[config.mk]
export PLATFORM = sky130hd
export DESIGN_NAME = instruction_fetch_unit
export DESIGN_NICKNAME = d
export VERILOG_FILES = /design/src/rtl/instruction_fetch_unit.sv
export SDC_FILE = /design/constraint.sdc
export NUM_CORES = 1
export LEC_CHECK = 0
export ABC_AREA = 0
export ABC_CLOCK_PERIOD_IN_PS = 14300
export CORE_UTILIZATION = 52
export DETAILED_ROUTE_END_ITERATION = 8
export GPL_TIMING_DRIVEN = 1
export PLACE_DENSITY = 0.85
export SLEW_MARGIN = 20
export SYNTH_ARGS = -nofsm -noshare
export SYNTH_HDL_FRONTEND = slang
export SYNTH_SLANG_ARGS = --single-unit
[constraint.sdc]
create_clock -name Clk -period 14.3 [get_ports Clk]
set_input_delay 2.86 -clock Clk [delete_from_list [all_inputs] [get_ports Clk]]
set_output_delay 2.86 -clock Clk [all_outputs]
set_load 0.005 [all_outputs]
[src/rtl/instruction_fetch_unit.sv]
// Instruction fetch unit with SPARC-style delayed branching.
// It walks FETCH -> WAIT -> HOLD for every instruction. An MFC timeout
// parks the unit in ERROR until reset.
// Handshake: RAM_enable stays high through FETCH and WAIT. The word on
// RAM_data_in is taken on the first WAIT cycle that has MFC=1. IR_Enable
// marks a valid instruction in HOLD. The instruction is consumed on the
// first HOLD cycle that has ir_ready=1.
module instruction_fetch_unit #(
  parameter logic [31:0] RESET_PC     = 32'h0000_0000,
  parameter int          WAIT_LIMIT   = 15,
  parameter logic [5:0]  READ_WORD_OP = 6'b000000
) (
  input  logic        Clk,
  input  logic        RESET,
  input  logic [31:0] RAM_data_in,
  input  logic        MFC,
  input  logic        ir_ready,
  input  logic        branch_taken,
  input  logic [31:0] branch_target,
  output logic        RAM_enable,
  output logic [5:0]  RAM_OpCode,
  output logic [31:0] RAM_address,
  output logic [31:0] IR_Out,
  output logic        IR_Enable,
  output logic [31:0] PC_Out,
  output logic [31:0] NPC_Out,
  output logic        fetch_error,
  output logic [1:0]  fsm_state
);

  typedef enum logic [1:0] {
    FETCH = 2'd0,
    WAIT  = 2'd1,
    HOLD  = 2'd2,
    ERROR = 2'd3
  } state_t;

  localparam int CW = $clog2(WAIT_LIMIT + 1);
  localparam logic [CW-1:0] LAST_WAIT = CW'(WAIT_LIMIT - 1);

  state_t         state;
  logic [CW-1:0]  wait_cnt;
  logic           pend_valid;
  logic [31:0]    pend_target;
  logic [31:0]    target_aligned;
  logic [31:0]    next_npc;

  assign RAM_OpCode     = READ_WORD_OP;
  assign fsm_state      = state;
  assign target_aligned = {branch_target[31:2], 2'b00};

  // Successor of the new NPC on an advance. A branch arriving in the same
  // cycle beats an older pending one. Otherwise the flow is sequential,
  // and it wraps modulo 2^32.
  always_comb begin
    next_npc = NPC_Out + 32'd4;
    if (branch_taken) begin
      next_npc = target_aligned;
    end else if (pend_valid) begin
      next_npc = pend_target;
    end
  end

  // Fetch state machine, program counters, pending redirect and registered outputs.
  always_ff @(posedge Clk or posedge RESET) begin
    if (RESET) begin
      state       <= FETCH;
      PC_Out      <= RESET_PC;
      NPC_Out     <= RESET_PC + 32'd4;
      IR_Out      <= 32'd0;
      IR_Enable   <= 1'b0;
      pend_valid  <= 1'b0;
      pend_target <= 32'd0;
      wait_cnt    <= '0;
      fetch_error <= 1'b0;
      RAM_enable  <= 1'b0;
      RAM_address <= RESET_PC;
    end else begin
      // Redirect requests are remembered until the next advance. A newer
      // request replaces an older one.
      if (state != ERROR && branch_taken) begin
        pend_valid  <= 1'b1;
        pend_target <= target_aligned;
      end
      case (state)
        FETCH: begin
          RAM_enable  <= 1'b1;
          RAM_address <= PC_Out;
          wait_cnt    <= '0;
          state       <= WAIT;
        end
        WAIT: begin
          if (MFC) begin
            IR_Out     <= RAM_data_in;
            IR_Enable  <= 1'b1;
            RAM_enable <= 1'b0;
            wait_cnt   <= '0;
            state      <= HOLD;
          end else if (wait_cnt == LAST_WAIT) begin
            fetch_error <= 1'b1;
            RAM_enable  <= 1'b0;
            state       <= ERROR;
          end else begin
            wait_cnt <= wait_cnt + 1'b1;
          end
        end
        HOLD: begin
          if (ir_ready) begin
            // The old NPC becomes the new PC (the delay slot). The redirect
            // target, if any, becomes the NPC after that.
            PC_Out      <= NPC_Out;
            NPC_Out     <= next_npc;
            pend_valid  <= 1'b0;
            IR_Enable   <= 1'b0;
            RAM_enable  <= 1'b1;
            RAM_address <= NPC_Out;
            state       <= FETCH;
          end
        end
        default: begin
          // ERROR: frozen until reset.
        end
      endcase
    end
  end

endmodule

After elaboration in Yosys (flattened, before gate mapping). Cells that the tools add are included.

Bits in registers: 168. Bits of input ports: 69. Word-level logic and storage cells: 56.

Add/sub/neg operators: 2. Equality and inequality tests: 8. Muxes and demuxes: 21. Bitwise gates (word level): 1. Reductions and logical operators: 13.

Operators by type and width (count): 32-bit two-way mux (3); 32-bit one-hot mux with 2 select lines (1); 32-bit by 3-bit adder with 32-bit output (second input constant) (1); 3-bit AND reduction (3); 1-bit two-way mux (8); 4-bit two-way mux (2); 4-bit one-hot mux with 2 select lines (1); 2-bit AND reduction (4); 2-bit two-way mux (3); 2-bit inequality test (second input constant) (3); 3-bit inequality test (second input constant) (2); 2-bit one-hot mux with 3 select lines (1); 2-bit nonzero test (3); 4-bit by 1-bit adder with 4-bit output (second input constant) (1); 4-bit equality test (second input constant) (1); 1-bit one-hot mux with 3 select lines (1); 3-bit nonzero test (1); 2-bit by 1-bit equality test with 1-bit output (second input constant) (1); 2-bit equality test (second input constant) (1); 2-bit logical NOT (1); 1-bit one-hot mux with 2 select lines (1); 1-bit logical AND (1); 1-bit inverter (1).

Logic depth before layout (Yosys ltp). Gate-level depths: netlist of the first run.

Word-level depth: 5. Mapped depth: 8. Mapped depth without buffers: 6.

Worst setup path before layout of the first run. No wires, ideal clock.

Path kind: in2reg. Start point: input port branch_taken. End point: register pend_target[10]. Setup time: 0.125 ns. Arrival: 4.218 ns. Setup slack: 9.958 ns. Stages on the path: 5. Buffers on the path: 2. Cells stage by stage: clkbuf_1 > inv_1 > a21oi_1 > clkbuf_1 > mux2_2.

Cells in the longest elaborated chain, start to end: 1.

RTL lines: start, declared (line 18) `input logic branch_taken,`; 1-bit logical AND (line 81) `if (state != ERROR && branch_taken) begin`; end signal, assigned (line 83) `pend_target <= target_aligned;`; end, declared (line 44) `logic [31:0] pend_target;`.

No other way between the ends. A chain may end at the register's enable or synchronous reset.

Worst setup path in the final report of the first run.
Start point: input port branch_taken. End point: register pend_target[23].

The elaborated chain is that of the path after synthesis.

==> impl_results.md, run 1 <==
* Row cnt at 43
* GRT Overall Usage at 29.55%
* Vias at around 6600
* Nets@finish at around 1000
* Vias in the first global route at about 6000
* Largest net degree at the start of global routing at a little over 90
* Worst flop-to-flop path startpoint: fsm_state[1]
* Worst path slowest cell: inv_1
* Switching Fraction at a little over a third
* Post-Synthesis Cells at approximately 770
* WP data required at 14.60 ns
* Critical path cell sequence: clkdlybuf4s50_1 -> buf_4 -> inv_1 -> a21oi_2 -> buf_4 -> mux2_2
* Final max-slew violation count at 0
* Buffers on Ports at ~190
* Post-CTS setup buffers at 0
* Post_cts resized at 0
* Commonest cells after routing, fill and taps aside: clkdlybuf4s50_1 (193), dfrtp_1 (161), nand2_1 (133), mux2_2 (61), a21oi_1 (58)
* Relative slew slack at about a quarter
* Crit-path max FO at 55
* R2r worst-path depth at 8
* Critical path startpoint: branch_taken
* CP Capture Point: pend_target[23]
* Die width at roughly 120 microns
* Io pins at between 200 and 250
* Maxcap violations at 0
* RSZ-0062 raised after global routing: no
* Hold Crit Start: fetch_error
* Hold-fix buffers, CTS at 0
* Gpl congestion at just over 0.8
* First-pass DRT Iterations at 5
* Iteration-0 DRC count of the detailed router at a little under 700
* Type of the worst setup path: in2reg
* Count of flip-flops with a built-in enable after synthesis at 0
* Routed WL at 21240 microns
* Synth cell types at just under 60
* Final Hold Viols at 0
* Routed wire length per instance at between 15 and 20 microns
* Starting Density at around 54%
* Vias per cell at just under 6
* Synth Area per Inst at 9.881 sq um
* Filler cell count in the final layout at about 1000
* Max Clock Freq at 0.2016 GHz
* Setup TNS at 0 ns
* CTS Root Buffer Type: clkbuf_16
* CTS Sinks at about 160
* Initial antenna violation count at 0
* Period utilization at between 30% and 40%
* Synth async-reset ratio at 100.0%
* Post-route ant nets at 0
* TritonCTS buffer count at 17
* Startpoint types: primary input
* CP endpoint kind: register
* Logic gate share of total power at 40.5%
* Worst endpoint data arrival time at roughly 5.3 ns
* Tmin final at just under 5 ns
* Slowest Stage Delay on Critical Path at between 0.4 and 0.5 ns
* Cell area power density at approximately 230 nW/um^2
* CTS tree: yes
* Clock share of power at 20.8%
* Max IR drop VDD at 0.0001153 V
* Setup WS pre-CTS at ~9.0 ns
* Most common cell after layout, fill and taps aside: clkdlybuf4s50_1
* Core area at 14040 sq um
* Outcome: finished clean
* Detailed Place HPWL at between 10000 and 15000 microns
* Worst-path clk slew at around 0.06 ns
* P_sw at 0.8225 mW
* Sequential area share after synthesis at a little over half
* DRC at 0
* FF-to-FF setup slack at about 12 ns
* Synthesized flop and latch total at around 160
* Die ar. at around 15000 sq um
* Worst r2r dst: NPC_Out[17]
* Syn. warnings at 0
* Worst Skew at between 0.01 and 0.015 ns
* Part of the power in registers at 38.7%
* Global-route wire length before repair at about 34000 microns
* HP Class: reg2reg
* Setup ws final at 9.340 ns
* CP most frequent cell: buf_4
* Max Root-Sink Buffers at 2
* Pwr Total at 2.364 mW
* Layout cells sized above 1 at around an eighth
* Area growth syn-to-layout at 34.54%
* Pint at between 1.5 and 2 mW
* Antenna diodes at 0
* Total congestion overflow at 0
* Die Y-Extent at about 120 microns
* Final core utilization at between 70% and 80%
* Main synth FF type: dfrtp_1
* Worst skew pair latency at ~0.43 ns
* H-Tree Depth at 4
* Leak at roughly 4.3 nW
* Syn Std Cell Area at 7569 sq um
* Slew @ Worst Pin at between 1 and 1.5 ns
* Setup violations, final at 0
critical path, delay by kind of cell:
kind / cells / cell delay, ns
buffers and inverters: 4 / 1.75
muxes: 1 / 0.39
AOI/OAI and AO/OA: 1 / 0.21
registers in the layout, summed over array words and instances (netlist names):
name / count
pend_target: 30
RAM_enable: 1
pend_valid: 1
IR_Out: 32
NPC_Out: 30
fsm_state: 2
RAM_address: 30
fetch_error: 1
PC_Out: 30
IR_Enable: 1
wait_cnt: 4
synthesized netlist by cell type, types with 3 or more instances:
library cell	n	share of area, %
a211oi_1	4	0.40
a21oi_1	60	4.0
a221o_1	3	0.40
a2bb2oi_1	3	0.35
a31oi_1	5	0.41
and3_1	11	0.91
and4_1	3	0.35
buf_1	7	0.35
buf_2	5	0.33
buf_4	13	1.3
clkbuf_1	44	2.2
dfrtp_1	161	53
ha_1	3	0.50
inv_1	12	0.60
mux2_2	61	9.1
mux2i_1	4	0.53
nand2_1	133	6.6
nand2b_1	3	0.25
nand3_1	16	1.1
nand4_1	9	0.74
nor2_1	58	2.9
nor3_1	10	0.66
nor4_2	3	0.50
o211ai_1	6	0.60
o21ai_0	43	2.8
o22ai_1	32	2.6
o311ai_0	3	0.35
xnor2_1	5	0.58
xor2_1	7	0.81
worst min path at each step:
stage                              to  slack [ns]  depth (start not counted)
after global routing      fetch_error        0.50                          1
after detailed placement  fetch_error        0.46                          1
after global placement    fetch_error        0.45                          1
final                     fetch_error        0.47                          1
after CTS                 fetch_error        0.47                          1
after floorplan           fetch_error        0.45                          1
kinds of logic after synthesis:
logic type               synth area share, %
XOR/XNOR                               1.389
multiplexers                           9.605
flip-flops                             53.58
adder cells (fa/ha/maj)               0.4960
AND/OR/NAND/NOR                        15.75
other                                0.04955
AO/OA/AOI/OAI                          14.32
buffers and inverters                  4.811
stage by stage:
step | cell area (sq um) | hold WS (ns) | cells
finish | 10180 | 0.4670 | 1122
global route | 10180 | 0.4971 | 1122
CTS | 10180 | 0.4721 | 1122
detailed placement | 9543 | 0.4582 | 1090
global placement | 9543 | 0.4532 | 1090
floorplan | 7610 | 0.4510 | 777
metal layers:
layer | vias to the layer above | share of wire, % | global-route usage, %
met5 | - | 0 | 0
li1 | 2980 | - | -
met2 | 343 | 48 | 44.10
met3 | 38 | 7.8 | 6.041
met1 | 3247 | 42 | 42.04
met4 | 0 | 2.3 | 12.04
power groups by stage:
stage               Sequential (mW)  Clock, mW  Combinational (mW)
floorplan                     0.847          0               0.485
finish                        0.915      0.492               0.957
global route                  0.941      0.514                1.04
global placement              0.896          0               0.922
detailed placement            0.911          0               0.951
CTS                           0.907      0.495               0.962
layout make-up:
cell class | instances | area [sq um] | area share (%)
clock buffer | 23 | 488.0 | 4.792
tap | 180 | 225.2 | 2.212
timing repair buffer | 203 | 2007 | 19.71
sequential | 162 | 4055 | 39.83
inverter | 12 | 50.05 | 0.4915
clock inverter | 9 | 151.4 | 1.487
multi-input combinational | 533 | 3206 | 31.48
Power figures use the tool's default switching activity.
==> run 2: changes to the inputs <==
Settings changed: ABC_CLOCK_PERIOD_IN_PS 14300 to 4100, CORE_UTILIZATION 52 to 44, PLACE_DENSITY 0.85 to 0.77.
Clock period 14.3 ns to 4.1 ns, I/O delays scaled along.
==> impl_results.md, run 2 (same netlist as run 1, synthesis figures left out) <==
* Outcome: finished clean
* CTS Sinks at 162 (unchanged)
* Type of the worst setup path: reg2out
* Max Root-Sink Buffers at 2 (unchanged)
* Slowest Stage Delay on Critical Path at 0.87 ns (+0.41 ns)
* Logic gate share of total power at 40.3% (-0.2 points)
* Total congestion overflow at 0 (unchanged)
* Hold-fix buffers, CTS at 0 (unchanged)
* Row cnt at 47 (+9.3%)
* CTS tree: yes
* Footprint of the multi-input gates at 3206 sq um (unchanged)
* Relative slew slack at 29.24% (+3.4 points)
* Routed wire length per instance at 17.83 microns (-5.8%)
* Largest Register: IR_Out
* Buffers on Ports at 193 (unchanged)
* Vias at 6337 (-4.1%)
* Startpoint types: register
* Post-route ant nets at 0 (unchanged)
* Worst endpoint data arrival time at 1.93 ns (-3.33 ns)
* Initial antenna violation count at 0 (unchanged)
* Clock share of power at 20.2% (-0.6 points)
* First-pass DRT Iterations at 5 (unchanged)
* Part of the power in registers at 39.5% (+0.8 points)
* Antenna diodes at 0 (unchanged)
* RSZ-0062 raised after global routing: no
* Area growth syn-to-layout at 35.71%
* WP data required at 3.28 ns (-11.32 ns)
* Tmin final at between 2 and 3 ns
* Gpl congestion at 0.8075 (-2.0%)
* Global-route wire length before repair at 33170 microns (-1.1%)
* Routed WL at 20830 microns (-1.9%)
* Setup violations, final at 0 (unchanged)
* Setup WS pre-CTS at 1.121 ns (-7.856 ns)
* Max Clock Freq at between 0.3 and 0.4 GHz
* Crit-path max FO at 25 (-55%)
* Worst Skew at 0.008868 ns (-0.002075 ns)
* Critical path cell sequence: clkdlybuf4s50_1
* Die ar. at 17730 sq um (+18%)
* Final Hold Viols at 0 (unchanged)
* Detailed Place HPWL at 14310 microns (+4.5%)
* Final max-slew violation count at 0 (unchanged)
* Io pins at 208 (unchanged)
* H-Tree Depth at 4 (unchanged)
* Slew @ Worst Pin at 1.060 ns (-0.05094 ns)
* P_sw at 2.805 mW (+240%)
* Top delay family on crit path: flip-flops
* Worst path slowest cell: dfrtp_1
* Most common cell after layout, fill and taps aside: clkdlybuf4s50_1
* Maxcap violations at 0 (unchanged)
* Period utilization at 66.97%
* GRT Overall Usage at 24.18% (-5.4 points)
* DRC at 0 (unchanged)
* Final core utilization at 61.50% (-11 points)
* Post_cts resized at 0 (unchanged)
* Layout cells sized above 1 at 12.66% (+0.45 points)
* Worst-path clk slew at 0.06 ns (about the same)
* Filler cell count in the final layout at 1403 (+39%)
* Iteration-0 DRC count of the detailed router at 568 (-16%)
* Max IR drop VDD at 0.0003537 V (+210%)
* Core area at 16700 sq um (+19%)
* CTS Root Buffer Type: clkbuf_16
* Reg area at 4055 sq um (unchanged)
* Starting Density at 45.32% (-8.6 points)
* Switching Fraction at 34.56% (-0.23 points)
* Pint at 5.311 mW (+240%)
* Die width at 133.2 microns (+8.6%)
* Largest net degree at the start of global routing at 71 (-24%)
* Worst skew pair latency at 0.43 ns (about the same)
* Commonest cells after routing, fill and taps aside: clkdlybuf4s50_1 (193), dfrtp_1 (161), nand2_1 (133), mux2_2 (61), a21oi_1 (58)
* Max FFs per register at 32 (unchanged)
* Setup ws final at 1.354 ns (-7.986 ns)
* CP endpoint kind: output pin
* Post-CTS setup buffers at 0 (unchanged)
* Die Y-Extent at 133.2 microns (+8.6%)
* Vias in the first global route at 6006 (-2.6%)
* TritonCTS buffer count at 17 (unchanged)
* Nets@finish at 1007 (+0.60%)
* Leak at 4.348 nW (+0.24%)
* Crit path buffers/inverters at 1 (-3)
* Vias per cell at 5.426 (-7.9%)
* HP Class: reg2reg
* Setup TNS at 0 ns (unchanged)
* Cell area power density at 790.2 nW/um^2 (+240%)
run 2: cell types whose count changed in the layout (fill, tap and decap cells not counted):
cell | previous run | this run
clkinv_2 | 3 | 2
buf_4 | 10 | 14
clkinvlp_4 | 1 | 4
inv_6 | 1 | 0
buf_12 | 0 | 2
clkbuf_8 | 4 | 3
bufinv_16 | 4 | 3
clkbuf_1 | 2 | 3
run 2: path summary, 6_finish.rpt:
kind	from	end	slack [ns]	cells past startpoint
setup reg to reg	fsm_state[1]	NPC_Out[17]	1.61	5
hold reg to reg	fetch_error	fetch_error	0.46	1
hold / removal	fetch_error	fetch_error	0.46	1
setup / recovery	fsm_state[1]	fsm_state[1]	1.35	1
max in group asynchronous	RESET	NPC_Out[2]	2.42	3
min in group asynchronous	RESET	IR_Out[24]	0.86	2
run 2: final cells by class:
cell class | instances | share of cell area, %
Inverter | 12 | 0.4751
Sequential cell | 162 | 39.48
Multi-Input combinational cell | 533 | 31.21
Clock inverter | 9 | 1.279
Clock buffer | 23 | 4.653
Tap cell | 220 | 2.680
Timing Repair Buffer | 209 | 20.22
run 2: power by group through the flow:
stage | logic (mW) | registers, mW | clock network, mW
floorplan | 1.69 | 2.96 | 0
global placement | 3.19 | 3.19 | 0
detailed placement | 3.27 | 3.23 | 0
CTS | 3.30 | 3.20 | 1.67
global route | 3.58 | 3.32 | 1.73
finish | 3.27 | 3.21 | 1.64
run 2: per-stage QoR:
step           power [mW]  hold slack, ns  instance area (sq um)  cells
6_report            8.116          0.4600                  10270   1168
2_1_floorplan       4.647          0.4510                   7614    777
3_3_place_gp        6.386          0.4466                   9662   1136
5_1_grt             8.637          0.4903                  10270   1168
4_1_cts             8.168          0.4649                  10270   1168
3_5_place_dp        6.499          0.4513                   9662   1136
run 2: metal layers:
metal	global-route usage, %	wire (microns)	vias to the layer above	part of all wire, %
met3	3.387	1090	34	5.2
met4	9.470	434	0	2.1
met5	0	0	-	0
met2	37.75	10000	243	48
li1	-	-	2998	-
met1	34.19	9299	3062	45
